$ cat config.mk
export PLATFORM = sky130hd
export DESIGN_NAME = button_conditioner_flat
export DESIGN_NICKNAME = d
export VERILOG_FILES = /design/src/rtl/button_pkg.sv /design/src/rtl/button_conditioner_if.sv /design/src/rtl/button_conditioner_one.sv /design/src/rtl/button_conditioner.sv /design/src/flat_wrapper.sv
export SDC_FILE = /design/constraint.sdc
export NUM_CORES = 1
export LEC_CHECK = 0
export BUFFER_PORTS_ARGS = -buffer_cell sky130_fd_sc_hd__buf_2
export CORE_ASPECT_RATIO = 0.5
export CORE_MARGIN = 5
export CORE_UTILIZATION = 35
export CTS_BUF_LIST = sky130_fd_sc_hd__clkbuf_2 sky130_fd_sc_hd__clkbuf_4 sky130_fd_sc_hd__clkbuf_8
export CTS_CLUSTER_SIZE = 16
export DETAILED_ROUTE_END_ITERATION = 16
export GPL_TIMING_DRIVEN = 1
export PLACE_DENSITY_LB_ADDON = 0.08
export SYNTH_ARGS = -nofsm -noshare
export SYNTH_HDL_FRONTEND = slang
export SYNTH_SLANG_ARGS = --single-unit
$ cat constraint.sdc
create_clock -name CLK -period 2.48 [get_ports CLK]
set_clock_uncertainty 0.1 [all_clocks]
set_input_delay 0.248 -clock CLK [delete_from_list [all_inputs] [get_ports CLK]]
set_output_delay 0.248 -clock CLK [all_outputs]
set_load 0.03 [all_outputs]
$ cat src/rtl/button_pkg.sv
// Shared definitions for the push-button conditioner: hold-FSM state
// encoding and width helpers for the counters.
package button_pkg;

  // Hold-FSM states
  typedef enum logic [1:0] {
    IDLE   = 2'd0,
    HELD   = 2'd1,
    REPEAT = 2'd2
  } hold_state_t;

  // Counter width able to hold 0..value-1; never narrower than one bit.
  function automatic int clog2_safe(input int value);
    if (value <= 2) begin
      return 1;
    end
    return $clog2(value);
  endfunction

  // Larger of two integers, used to size the shared hold/repeat counter.
  function automatic int max_int(input int a, input int b);
    return (a > b) ? a : b;
  endfunction

endpackage

$ cat src/rtl/button_conditioner_if.sv
// Bundle of raw button inputs and conditioned button outputs.
// The board side (or bench) uses master; the conditioner uses slave.
interface button_conditioner_if #(
  parameter int N_BTN = 2
);

  logic [N_BTN-1:0] btn_raw;
  logic [N_BTN-1:0] level;
  logic [N_BTN-1:0] press;
  logic [N_BTN-1:0] release_pulse;
  logic [N_BTN-1:0] long_press;
  logic [N_BTN-1:0] repeat_pulse;

  modport master (
    output btn_raw,
    input  level,
    input  press,
    input  release_pulse,
    input  long_press,
    input  repeat_pulse
  );

  modport slave (
    input  btn_raw,
    output level,
    output press,
    output release_pulse,
    output long_press,
    output repeat_pulse
  );

endinterface

$ cat src/rtl/button_conditioner_one.sv
// Single-button conditioner: 2-FF synchronizer, counter debounce,
// press/release pulses and long-press detection with auto-repeat.
//
//   state  | meaning
//   -------+----------------------------------------------------------
//   IDLE   | button released, waiting for a debounced press pulse
//   HELD   | pressed, counting toward the long-press threshold
//   REPEAT | long press reported, emitting periodic repeat pulses
module button_conditioner_one
  import button_pkg::*;
#(
  parameter int DEBOUNCE_CYCLES = 120000,
  parameter int LONG_CYCLES     = 12000000,
  parameter int REPEAT_CYCLES   = 2400000
) (
  input  logic CLK,
  input  logic RST,
  input  logic btn_raw,
  output logic level,
  output logic press,
  output logic release_pulse,
  output logic long_press,
  output logic repeat_pulse
);

  localparam int DW = clog2_safe(DEBOUNCE_CYCLES);
  localparam int HW = clog2_safe(max_int(LONG_CYCLES, REPEAT_CYCLES));

  localparam logic [DW-1:0] DB_LAST   = DW'(DEBOUNCE_CYCLES - 1);
  localparam logic [HW-1:0] LONG_LAST = HW'(LONG_CYCLES - 1);
  localparam logic [HW-1:0] REP_LAST  = HW'(REPEAT_CYCLES - 1);

  logic          s0;
  logic          s1;
  logic [DW-1:0] cnt;
  hold_state_t   state;
  logic [HW-1:0] hcnt;

  logic db_done;
  logic fall_now;

  // The debounce terminal count is reached this cycle.
  assign db_done  = (s1 != level) && (cnt == DB_LAST);
  // A release is being accepted this cycle; the hold FSM must see it now
  // so that a coinciding long/repeat terminal count is suppressed.
  assign fall_now = db_done && level;

  // Two-flop synchronizer for the asynchronous button input.
  always_ff @(posedge CLK) begin
    if (RST) begin
      s0 <= 1'b0;
      s1 <= 1'b0;
    end else begin
      s0 <= btn_raw;
      s1 <= s0;
    end
  end

  // Debounce: accept a new level after it has persisted for the full count.
  always_ff @(posedge CLK) begin
    if (RST) begin
      cnt           <= '0;
      level         <= 1'b0;
      press         <= 1'b0;
      release_pulse <= 1'b0;
    end else begin
      press         <= 1'b0;
      release_pulse <= 1'b0;
      if (s1 == level) begin
        cnt <= '0;
      end else if (cnt == DB_LAST) begin
        level         <= s1;
        cnt           <= '0;
        press         <= s1;
        release_pulse <= ~s1;
      end else begin
        cnt <= cnt + DW'(1);
      end
    end
  end

  // Hold FSM: long press after the hold threshold, then periodic repeats.
  always_ff @(posedge CLK) begin
    if (RST) begin
      state        <= IDLE;
      hcnt         <= '0;
      long_press   <= 1'b0;
      repeat_pulse <= 1'b0;
    end else begin
      long_press   <= 1'b0;
      repeat_pulse <= 1'b0;
      case (state)
        IDLE: begin
          if (press) begin
            state <= HELD;
            hcnt  <= HW'(1);
          end
        end
        HELD: begin
          if (!level || fall_now) begin
            state <= IDLE;
            hcnt  <= '0;
          end else if (hcnt == LONG_LAST) begin
            long_press <= 1'b1;
            state      <= REPEAT;
            hcnt       <= '0;
          end else begin
            hcnt <= hcnt + HW'(1);
          end
        end
        REPEAT: begin
          if (!level || fall_now) begin
            state <= IDLE;
            hcnt  <= '0;
          end else if (hcnt == REP_LAST) begin
            repeat_pulse <= 1'b1;
            hcnt         <= '0;
          end else begin
            hcnt <= hcnt + HW'(1);
          end
        end
        default: begin
          state <= IDLE;
          hcnt  <= '0;
        end
      endcase
    end
  end

endmodule

$ cat src/rtl/button_conditioner.sv
// Conditions N_BTN independent raw push-buttons; one conditioner per button,
// no interaction between buttons.
module button_conditioner
  import button_pkg::*;
#(
  parameter int N_BTN           = 2,
  parameter int DEBOUNCE_CYCLES = 120000,
  parameter int LONG_CYCLES     = 12000000,
  parameter int REPEAT_CYCLES   = 2400000
) (
  input  logic                 CLK,
  input  logic                 RST,
  button_conditioner_if.slave  bus
);

  logic [N_BTN-1:0] level_v;
  logic [N_BTN-1:0] press_v;
  logic [N_BTN-1:0] release_v;
  logic [N_BTN-1:0] long_v;
  logic [N_BTN-1:0] repeat_v;

  // One fully independent conditioner per button.
  for (genvar i = 0; i < N_BTN; i++) begin : g_btn
    button_conditioner_one #(
      .DEBOUNCE_CYCLES (DEBOUNCE_CYCLES),
      .LONG_CYCLES     (LONG_CYCLES),
      .REPEAT_CYCLES   (REPEAT_CYCLES)
    ) u_one (
      .CLK           (CLK),
      .RST           (RST),
      .btn_raw       (bus.btn_raw[i]),
      .level         (level_v[i]),
      .press         (press_v[i]),
      .release_pulse (release_v[i]),
      .long_press    (long_v[i]),
      .repeat_pulse  (repeat_v[i])
    );
  end

  assign bus.level         = level_v;
  assign bus.press         = press_v;
  assign bus.release_pulse = release_v;
  assign bus.long_press    = long_v;
  assign bus.repeat_pulse  = repeat_v;

endmodule

$ cat src/flat_wrapper.sv
// flat-port wrapper written by rule: the top's interface ports become plain ports
module button_conditioner_flat import button_pkg::*;
#(
  parameter int N_BTN           = 2,
  parameter int DEBOUNCE_CYCLES = 120000,
  parameter int LONG_CYCLES     = 12000000,
  parameter int REPEAT_CYCLES   = 2400000
)
  (CLK, RST, bus_btn_raw, bus_level, bus_press, bus_release_pulse, bus_long_press, bus_repeat_pulse);
  button_conditioner_if #(.N_BTN(N_BTN)) bus_i ();
  input  logic CLK;
  input  logic RST;
  input wire logic [$bits(bus_i.btn_raw)-1:0] bus_btn_raw;
  output wire logic [$bits(bus_i.level)-1:0] bus_level;
  output wire logic [$bits(bus_i.press)-1:0] bus_press;
  output wire logic [$bits(bus_i.release_pulse)-1:0] bus_release_pulse;
  output wire logic [$bits(bus_i.long_press)-1:0] bus_long_press;
  output wire logic [$bits(bus_i.repeat_pulse)-1:0] bus_repeat_pulse;
  assign bus_i.btn_raw = bus_btn_raw;
  assign bus_level = bus_i.level;
  assign bus_press = bus_i.press;
  assign bus_release_pulse = bus_i.release_pulse;
  assign bus_long_press = bus_i.long_press;
  assign bus_repeat_pulse = bus_i.repeat_pulse;
  button_conditioner #(.N_BTN(N_BTN), .DEBOUNCE_CYCLES(DEBOUNCE_CYCLES), .LONG_CYCLES(LONG_CYCLES), .REPEAT_CYCLES(REPEAT_CYCLES)) u_core (.CLK(CLK), .RST(RST), .bus(bus_i));
endmodule
==> results of run 1 <==
cell families after synthesis:
group / synth area share
and+or+nand+nor: 0.3140
DFF: 0.4105
AOI/OAI and AO/OA: 0.1375
buffers and inverters: 0.04720
xor gates and xnor gates: 0.06824
muxes: 0.01231
adders and majority gates: 0.01026
registers in the layout (all words and copies together) (netlist names):
name,flops
u_core.g_btn.u_one.cnt,34
u_core.g_btn.u_one.long_press,2
u_core.g_btn.u_one.release_pulse,2
u_core.g_btn.u_one.s1,2
u_core.g_btn.u_one.press,2
u_core.g_btn.u_one.s0,2
u_core.g_btn.u_one.hcnt,48
u_core.g_btn.u_one.level,2
u_core.g_btn.u_one.state,4
u_core.g_btn.u_one.repeat_pulse,2
metrics by stage:
step | setup slack, ns | hold WS [ns] | utilization | cells | cell area, µm²
finish | 0.1095 | 0.1049 | 0.4101 | 808 | 5573
global route | 0.003108 | 0.1196 | 0.4101 | 808 | 5573
global placement | 0.1112 | 0.3330 | 0.3935 | 789 | 5346
detailed placement | 0.07218 | 0.3278 | 0.3935 | 789 | 5346
CTS | 0.05572 | 0.09665 | 0.4079 | 807 | 5543
floorplan | 0.2268 | 0.2762 | - | 571 | 4877
report_power, final:
| group | internal (W) | switching, W |
|---|---|---|
| Clock | 0.000391 | 0.000587 |
| Combinational | 0.0000193 | 0.0000307 |
| Sequential | 0.00161 | 0.00000372 |
| Total | 0.00202 | 0.000621 |
cell type report:
class,instances,area share
multi-input cells,425,0.4798
flip-flops and latches,100,0.3592
repair buffers,57,0.07409
well taps,192,0.04311
clock buffers,10,0.02470
inverters,18,0.01212
clock inverters,6,0.006960
cells in the final DEF, fill, tap and decap left out, drive strengths merged, types with 4 or more instances in the layout:
master / synthesis / final
and4: 9 / 9
a22o: 6 / 6
xnor2: 16 / 16
o21ai: 23 / 23
a31oi: 12 / 12
nand4: 26 / 26
nand2: 46 / 46
and2: 6 / 6
clkbuf: 12 / 10
buf: 16 / 55
inv: 18 / 19
or4: 8 / 8
or3: 5 / 5
nor4: 7 / 7
a21o: 6 / 6
nand3: 43 / 43
xor2: 22 / 22
nand2b: 8 / 8
o311ai: 4 / 4
ha: 4 / 4
nor3: 13 / 13
dfxtp: 100 / 100
nor2: 62 / 62
nor2b: 10 / 10
nor3b: 4 / 4
and3: 18 / 18
a21oi: 25 / 25
mux2i: 6 / 6
nand4b: 4 / 4
o31ai: 4 / 4
metal layers:
layer  GRT usage  vias up  share of wire  wire [µm]
met5           0        -              0          0
li1            -     2122              -          -
met4     0.03153        0         0.0093        104
met1      0.1975     1876           0.54       5957
met3     0.03271       10          0.029        326
met2      0.2191       35           0.43       4743
repair_timing:
action                     4_1_cts  5_1_grt
hold buffers                     2        0
gates resized for setup          0        5
hold endpoints to repair         2        0
setup buffers                    0        1
setup endpoints to repair        0       38
worst min path at each step:
stage                     slack, ns                       end
final                          0.10  u_core.g_btn[1].u_one.s0
after global placement         0.33  u_core.g_btn[1].u_one.s1
after detailed placement       0.33  u_core.g_btn[1].u_one.s1
after global routing           0.12  u_core.g_btn[1].u_one.s0
after CTS                       0.1  u_core.g_btn[1].u_one.s0
after floorplan                0.28  u_core.g_btn[0].u_one.s0
==> impl_metrics.env, run 1 <==
export IMPL_status="finished, final reports clean"
export IMPL_via_per_inst=5.004
export IMPL_core_area_mm2=0.01359
export IMPL_finalHoldViolCount=0
export IMPL_power_density_mw_per_mm2=473.7
export IMPL_gp_congestion=0.7875
export IMPL_path_buf_inv=2
export IMPL_yosys_area_top_type_share=0.4105
export IMPL_drt_iter0_drc=228
export IMPL_reg2regPathDepth=9
export IMPL_rsz0062_at_grt="false"
export IMPL_cts_sinks=100
export IMPL_vias=4043
export IMPL_area_growth_pct=14.26
export IMPL_grt_first_pass_wirelength_mm=19.12
export IMPL_synth_area_leader_cell="dfxtp_1"
export IMPL_dp_hpwl_mm=7.957
export IMPL_cp_common_cell="buf_4"
export IMPL_ys_types=63
export IMPL_cpPeakStageDelay_ns=0.61
export IMPL_r2r_end="u_core.g_btn[0].u_one.hcnt[22]"
export IMPL_arrival_ns=2.59
export IMPL_syn_area_per_cell_um2=8.541
export IMPL_grt_ovfl_total=0
export IMPL_ios=14
export IMPL_fin_setup_tns_ns=0
export IMPL_syn_area_mm2=0.004877
export IMPL_end_kind="flip-flop"
export IMPL_fillCellCount=1394
export IMPL_r2r_setup_slack_ns=0.11
export IMPL_drt_first_pass_iters=4
export IMPL_peakVddDrop_mv=0.2223
export IMPL_critPathTopFamily="simple AND/OR/NAND/NOR gates"
export IMPL_die_h_um=93.47
export IMPL_clockRootBuffer="clkbuf_8"
export IMPL_finalCritPeriodShare=0.9559
export IMPL_drc=0
export IMPL_final_max_slew_violation_count=0
export IMPL_total_power_w=0.002640
export IMPL_clk_pin_slew_worst_paths_ns=0.10
export IMPL_cts_htree_levels=3
export IMPL_start_util=0.3589
export IMPL_holdPathStages=2
export IMPL_antenna_found_initial=0
export IMPL_yosysWarnings=0
export IMPL_die_w_um=176.9
export IMPL_max_freq_ghz=0.4218
export IMPL_hold_path_class="primary input to flip-flop"
export IMPL_post_route_min_period_ns=2.371
export IMPL_setup_violations_final=0
export IMPL_rows=30
export IMPL_critPathRequiredTime_ns=2.70
export IMPL_n_antenna_cell=0
export IMPL_synth_nets=579
export IMPL_leakage_nw=1.927
export IMPL_synthFlopType="dfxtp_1"
export IMPL_clock_latency_ns=0.37
export IMPL_synthCells=571
export IMPL_ys_ff_latch=100
export IMPL_r2r_start="u_core.g_btn[0].u_one.hcnt[1]"
export IMPL_wirelength_mm=11.13
export IMPL_ys_top_cells_by_count="dfxtp_1 (100), nor2_1 (62), nand2_1 (46)"
export IMPL_grt_usage=0.1404
export IMPL_critPathCapture="u_core.g_btn[0].u_one.hcnt[22]"
export IMPL_critPathKind="flip-flop to flip-flop"
export IMPL_fin_nets=619
export IMPL_regArea_mm2=0.002002
export IMPL_crit_path_start_kind="flip-flop"
export IMPL_slowest_stage="or4b_2"
export IMPL_multiInputGateArea_mm2=0.002674
export IMPL_startpoint="u_core.g_btn[0].u_one.hcnt[1]"
export IMPL_die_area_mm2=0.01654
export IMPL_tightest_slew_ns=0.5020
export IMPL_max_cap_violations=0
export IMPL_maxSlewHeadroom=0.6645
export IMPL_path_depth=9
export IMPL_grt_max_degree=23
export IMPL_ys_top_cells_by_area="dfxtp_1 (41%), nor2_1 (4.8%), nand3_1 (4.4%), xor2_1 (4.0%), nand2_1 (3.5%)"
export IMPL_hold_start="RST"
export IMPL_grt_pass1_vias=3806
export IMPL_synth_edf_count=0
export IMPL_cts_tree="built"
export IMPL_critPathMaxFanout=6
export IMPL_yosysMostFrequentCell="dfxtp_1"
export IMPL_ys_seq_area_frac=0.4105
export IMPL_layout_drive_gt1_share=0.1494
export IMPL_clockBufferDepth=2
export IMPL_crit_path_cell_trace="ha_1 > and3_1 > nand4b_1 > buf_4 > o311ai_4 > buf_4 > nand2_1 > or4b_2 > nand3_1"
export IMPL_numCtsBuffers=9
export IMPL_io_buffer_count=13
export IMPL_postRouteAntennaNets=0
export IMPL_async_flop_share=0
export IMPL_routedWlPerCell_um=13.78
No activity file was read; power rests on OpenSTA's default activity.
==> inputs of run 2 (changes only) <==
--- a/config.mk
+++ b/config.mk
@@ -6,6 +6,8 @@
 export NUM_CORES = 1
 export LEC_CHECK = 0
 export BUFFER_PORTS_ARGS = -buffer_cell sky130_fd_sc_hd__buf_2
+export CELL_PAD_IN_SITES_DETAIL_PLACEMENT = 2
+export CELL_PAD_IN_SITES_GLOBAL_PLACEMENT = 2
 export CORE_ASPECT_RATIO = 0.5
 export CORE_MARGIN = 5
 export CORE_UTILIZATION = 35
==> run 2 against run 1 <==
  * Core utilization increased by 0.60 points
  * Sequential share of layout area decreased by 0.47 points
  * Sequential power about the same
  * Global-route usage increased by 3.3 points
  * Clock-buffer cell count increased by 1
  * Routed wire length increased by 23%
  * Sequential cell count unchanged
  * Power increased by 5.3%
==> impl_metrics.env, run 2 (synthesis gave the netlist of run 1 again) <==
export IMPL_status="finished, final reports clean"
export IMPL_critPathMaxFanout=20
export IMPL_max_cap_violations=0
export IMPL_fin_nets=625
export IMPL_routedWlPerCell_um=16.87
export IMPL_grt_ovfl_total=0
export IMPL_finalCritPeriodShare=0.9671
export IMPL_n_antenna_cell=0
export IMPL_grt_first_pass_wirelength_mm=23.49
export IMPL_start_util=0.3589
export IMPL_io_buffer_count=13
export IMPL_final_cell_mix="dfxtp_1 (98), nor2_1 (62), buf_4 (47)"
export IMPL_p_sw_w=0.0006403
export IMPL_dp_hpwl_mm=10.13
export IMPL_gp_congestion=0.7708
export IMPL_die_area_mm2=0.01654
export IMPL_grt_max_degree=23
export IMPL_cts_tree="built"
export IMPL_clk_pin_slew_worst_paths_ns=0.10
export IMPL_peakVddDrop_mv=0.2291
export IMPL_wl_met3_um=253
export IMPL_critPathRequiredTime_ns=2.64
export IMPL_top_register="u_core.g_btn.u_one.hcnt"
export IMPL_die_h_um=93.47
export IMPL_stdcell_area_mm2=0.005654
export IMPL_clockBufferDepth=2
export IMPL_hold_slack_ns=0.08823
export IMPL_vias=4360
export IMPL_die_w_um=176.9
export IMPL_clkPwrFrac=0.401
export IMPL_power_density_mw_per_mm2=491.4
export IMPL_wirelength_mm=13.73
export IMPL_reg_top3="u_core.g_btn.u_one.hcnt: 48 flops, u_core.g_btn.u_one.cnt: 34 flops, u_core.g_btn.u_one.state: 4 flops"
export IMPL_drc=0
export IMPL_finalHoldViolCount=0
export IMPL_p_comb_frac=0.019
export IMPL_post_route_min_period_ns=2.398
export IMPL_tightest_slew_ns=0.6388
export IMPL_p_int_w=0.002138
export IMPL_highest_layer="met4"
export IMPL_r2r_setup_slack_ns=0.08
export IMPL_grt_usage=0.1730
export IMPL_place_ws_ns=0.02062
export IMPL_end_kind="flip-flop"
export IMPL_arrival_ns=2.56
export IMPL_antenna_found_initial=0
export IMPL_wl_met2_mm=6.798
export IMPL_rows=30
export IMPL_core_area_mm2=0.01359
export IMPL_layout_setup_ws_ns=0.08159
export IMPL_hold_path_class="primary input to flip-flop"
export IMPL_final_max_slew_violation_count=0
export IMPL_setup_violations_final=0
export IMPL_placed_area_mm2=0.005391
export IMPL_largest_reg_flops=48
export IMPL_crit_path_start_kind="flip-flop"
export IMPL_grt_pass1_vias=4675
export IMPL_leakage_nw=1.972
export IMPL_clock_latency_ns=0.37
export IMPL_layout_commonest_cell="dfxtp_1"
export IMPL_maxSlewHeadroom=0.5732
export IMPL_fin_util=0.4161
export IMPL_fillCellCount=1513
export IMPL_via_per_inst=5.356
export IMPL_ios=14
export IMPL_area_growth_pct=15.93
export IMPL_clockRootBuffer="clkbuf_8"
export IMPL_cts_htree_levels=3
export IMPL_layout_drive_gt1_share=0.1640
export IMPL_numCtsBuffers=9
export IMPL_max_freq_ghz=0.4169
export IMPL_p_sw_frac=0.2304
export IMPL_seqPwrFrac=0.580
export IMPL_drt_met1_wl_mm=6.540
export IMPL_drt_first_pass_iters=4
export IMPL_postRouteAntennaNets=0
export IMPL_drt_iter0_drc=114
export IMPL_cts_sinks=100
export IMPL_critPathKind="flip-flop to flip-flop"
export IMPL_fin_setup_tns_ns=0
## run 2: cell types whose count changed in the layout (fill, tap and decap cells not counted), sizes merged
cell,before,now
clkinv,3,2
clkinvlp,2,1
clkbuf,10,11
buf,55,61
bufinv,0,1
## run 2: power groups by stage
stage	combinational, W	clock (W)	sequential [W]
final	0.0000524	0.00111	0.00161
after global routing	0.0000590	0.00122	0.00161
after CTS	0.0000541	0.00117	0.00161
after detailed placement	0.0000514	0	0.00165
after global placement	0.0000497	0	0.00165
after floorplan	0.0000337	0	0.00165
## run 2: worst max-delay path: stages (launching register included)
cell and delay [ns]:
dfxtp_1 0.40, ha_1 0.23, and3_1 0.23, nand4b_1 0.11
buf_4 0.19, o311ai_4 0.34, a21oi_4 0.24, buf_12 0.21
a21oi_1 0.14, mux2i_1 0.09
## run 2: through the flow
| stage | std cells | total power (W) |
|---|---|---|
| global placement | 795 | 0.001699 |
| finish | 814 | 0.002779 |
| detailed placement | 795 | 0.001701 |
| CTS | 813 | 0.002839 |
| floorplan | 571 | 0.001682 |
| global route | 814 | 0.002895 |
## run 2: cell type report
| cell class | instances | area, µm² | share of cell area |
|---|---|---|---|
| Tap cell | 192 | 240.2 | 0.04249 |
| Timing Repair Buffer | 63 | 457.9 | 0.08099 |
| Clock buffer | 11 | 145.1 | 0.02567 |
| Clock inverter | 5 | 60.06 | 0.01062 |
| Inverter | 18 | 67.56 | 0.01195 |
| Multi-Input combinational cell | 425 | 2679 | 0.4738 |
| Sequential cell | 100 | 2004 | 0.3545 |
## run 2: metal layers
metal | up-vias | GRT usage
met5 | - | 0
met1 | 2179 | 0.2140
met2 | 27 | 0.3162
met4 | 0 | 0.03668
met3 | 12 | 0.03150
li1 | 2142 | -
## run 2: path summary, 6_finish.rpt
check                                    to  cells after the start                          start
max          u_core.g_btn[0].u_one.hcnt[12]                      9  u_core.g_btn[0].u_one.hcnt[1]
min                u_core.g_btn[1].u_one.s0                      2                            RST
max reg2reg  u_core.g_btn[0].u_one.hcnt[12]                      9  u_core.g_btn[0].u_one.hcnt[1]
min reg2reg    u_core.g_btn[0].u_one.cnt[0]                      1   u_core.g_btn[0].u_one.cnt[0]
## run 2: repair_timing
item | in CTS | in global routing
resized for setup | 0 | 9
endpoints found under the hold margin | 2 | 0
setup endpoints to repair | 0 | 42
hold buffers | 2 | 0
buffers inserted | 0 | 1
==> inputs of run 3 (changes only) <==
--- a/config.mk
+++ b/config.mk
@@ -16,6 +16,7 @@
 export DETAILED_ROUTE_END_ITERATION = 16
 export GPL_TIMING_DRIVEN = 1
 export PLACE_DENSITY_LB_ADDON = 0.08
+export RECOVER_POWER = 50
 export SYNTH_ARGS = -nofsm -noshare
 export SYNTH_HDL_FRONTEND = slang
 export SYNTH_SLANG_ARGS = --single-unit
==> run 3 against run 2 <==
  * Power is essentially flat
  * Final cell count stayed put
  * First-iteration DRC count up 7.0%
  * Register-to-register slack about the same
  * Routed wire length rose by 0.31%
  * Critical path depth did not move
  * Clock power barely moved
  * Sequential share of layout area grew 0.12 points
  * Setup slack improved by 0.0015 ns
  * Non-clock buffer count unchanged
  * Critical endpoint unchanged
  * Die area unchanged
  * Largest cell class unchanged
==> impl_metrics.env, run 3 (synthesis gave the netlist of run 1 again) <==
export IMPL_final_cell_mix="dfxtp_1 (98), nor2_1 (62), nand2_1 (45), buf_4 (45), nand3_1 (42)"
export IMPL_grt_usage=0.1730
export IMPL_r2r_setup_slack_ns=0.08
export IMPL_top_register="u_core.g_btn.u_one.hcnt"
export IMPL_critPathRequiredTime_ns=2.64
export IMPL_clock_latency_ns=0.37
export IMPL_cts_sinks=100
export IMPL_r2r_start="u_core.g_btn[0].u_one.hcnt[1]"
export IMPL_io_buffer_count=13
export IMPL_fin_setup_tns_ns=0
export IMPL_grt_pass1_vias=4675
export IMPL_gp_congestion=0.7708
export IMPL_cpPeakStageDelay_ns=0.40
export IMPL_grt_max_degree=23
export IMPL_finalCritPeriodShare=0.9665
export IMPL_max_cap_violations=0
export IMPL_max_freq_ghz=0.4172
export IMPL_seqPwrFrac=0.580
export IMPL_layout_commonest_cell="dfxtp_1"
export IMPL_critPathTopFamily="compound AO/OA/AOI/OAI gates"
export IMPL_p_int_w=0.002138
export IMPL_drt_iter0_drc=122
export IMPL_wirelength_mm=13.77
export IMPL_total_power_w=0.002779
export IMPL_p_sw_w=0.0006413
export IMPL_drt_first_pass_iters=4
export IMPL_core_area_mm2=0.01359
export IMPL_tightest_slew_ns=0.6314
export IMPL_placed_area_mm2=0.005391
export IMPL_die_w_um=176.9
export IMPL_rows=30
export IMPL_largest_reg_flops=48
export IMPL_hold_path_class="primary input to flip-flop"
export IMPL_stdcell_area_mm2=0.005635
export IMPL_arrival_ns=2.56
export IMPL_numCtsBuffers=9
export IMPL_area_growth_pct=15.55
export IMPL_grt_first_pass_wirelength_mm=23.49
export IMPL_post_route_min_period_ns=2.397
export IMPL_crit_path_cell_trace="ha_1 > and3_1 > nand4b_1 > buf_4 > o311ai_4 > a21oi_4 > buf_12 > a21oi_1 > mux2i_1"
export IMPL_power_density_mw_per_mm2=493.2
export IMPL_die_h_um=93.47
export IMPL_die_area_mm2=0.01654
export IMPL_clkPwrFrac=0.401
export IMPL_dp_hpwl_mm=10.13
export IMPL_status="finished, final reports clean"
export IMPL_p_sw_frac=0.2307
export IMPL_n_antenna_cell=0
export IMPL_slowest_stage="dfxtp_1"
export IMPL_postRouteAntennaNets=0
export IMPL_setup_violations_final=0
export IMPL_start_util=0.3589
export IMPL_peakVddDrop_mv=0.2299
export IMPL_holdPathStages=2
export IMPL_clk_pin_slew_worst_paths_ns=0.10
export IMPL_reg_top3="u_core.g_btn.u_one.hcnt: 48 flops, u_core.g_btn.u_one.cnt: 34 flops, u_core.g_btn.u_one.state: 4 flops"
export IMPL_critPathKind="flip-flop to flip-flop"
export IMPL_hold_start="RST"
export IMPL_routedWlPerCell_um=16.92
export IMPL_leakage_nw=1.923
export IMPL_finalHoldViolCount=0
export IMPL_antenna_found_initial=0
export IMPL_clockBufferDepth=2
export IMPL_maxSlewHeadroom=0.5781
export IMPL_cts_htree_levels=3
export IMPL_layout_drive_gt1_share=0.1463
export IMPL_drc=0
export IMPL_reg2regPathDepth=9
export IMPL_path_buf_inv=2
export IMPL_fin_nets=625
export IMPL_stdcell_count=814
export IMPL_regArea_mm2=0.002004
export IMPL_end_kind="flip-flop"
export IMPL_final_max_slew_violation_count=0
export IMPL_via_per_inst=5.364
export IMPL_cts_tree="built"
export IMPL_r2r_end="u_core.g_btn[0].u_one.hcnt[12]"
export IMPL_grt_ovfl_total=0
export IMPL_ios=14
export IMPL_hold_path_endpoint="u_core.g_btn[1].u_one.s0"
export IMPL_clockRootBuffer="clkbuf_8"
export IMPL_vias=4366
export IMPL_crit_path_start_kind="flip-flop"
export IMPL_fillCellCount=1519
export IMPL_dp_cells=795
export IMPL_multiInputGateArea_mm2=0.002679
export IMPL_p_comb_frac=0.019
export IMPL_critPathMaxFanout=20
==> run 3: power by group through the flow <==
stage / Clock [W] / Sequential (W) / Combinational (W)
final: 0.00111 / 0.00161 / 0.0000525
after global routing: 0.00122 / 0.00161 / 0.0000588
after CTS: 0.00117 / 0.00161 / 0.0000541
after detailed placement: 0 / 0.00165 / 0.0000514
after global placement: 0 / 0.00165 / 0.0000497
after floorplan: 0 / 0.00165 / 0.0000337
==> run 3: through the flow <==
stage / worst slack [ns] / hold slack (ns) / utilization
2_1_floorplan: 0.2268 / 0.2762 / -
3_3_place_gp: 0.09778 / 0.3192 / 0.3968
3_5_place_dp: 0.02062 / 0.3482 / 0.3968
4_1_cts: 0.006496 / 0.08114 / 0.4134
5_1_grt: -0.02053 / 0.08262 / 0.4147
6_report: 0.08313 / 0.08658 / 0.4147
==> run 3: how the worst max path moves through the flow <==
stage,to,startpoint,depth (start not counted),slack (ns)
4_1_cts,u_core.g_btn[1].u_one.hcnt[15],u_core.g_btn[1].u_one.hcnt[1],8,0.006
6_report,u_core.g_btn[0].u_one.hcnt[12],u_core.g_btn[0].u_one.hcnt[1],9,0.08
2_1_floorplan,u_core.g_btn[1].u_one.hcnt[15],u_core.g_btn[1].u_one.hcnt[0],8,0.23
3_5_place_dp,u_core.g_btn[1].u_one.hcnt[15],u_core.g_btn[1].u_one.hcnt[1],8,0.02
5_1_grt,u_core.g_btn[0].u_one.hcnt[12],u_core.g_btn[0].u_one.hcnt[1],9,-0.02
3_3_place_gp,u_core.g_btn[0].u_one.hcnt[22],u_core.g_btn[0].u_one.hcnt[1],8,0.1
==> run 3: layout make-up <==
class / instances / share of cell area
Timing Repair Buffer: 63 / 0.07793
Sequential cell: 100 / 0.3557
Clock buffer: 11 / 0.02575
Multi-Input combinational cell: 425 / 0.4754
Tap cell: 192 / 0.04263
Clock inverter: 5 / 0.01066
Inverter: 18 / 0.01199
==> run 3: timing repair <==
| item | CTS | global route |
|---|---|---|
| setup endpoints to repair | 0 | 42 |
| hold buffers | 2 | 0 |
| hold endpoints to repair | 2 | 0 |
| setup buffers | 0 | 1 |
| gates resized for setup | 0 | 9 |
==> run 3: metal layers <==
| layer | GRT usage | part of all wire | vias up |
|---|---|---|---|
| li1 | - | - | 2141 |
| met3 | 0.03150 | 0.021 | 12 |
| met5 | 0 | 0 | - |
| met2 | 0.3162 | 0.49 | 34 |
| met1 | 0.2140 | 0.47 | 2179 |
| met4 | 0.03668 | 0.0099 | 0 |
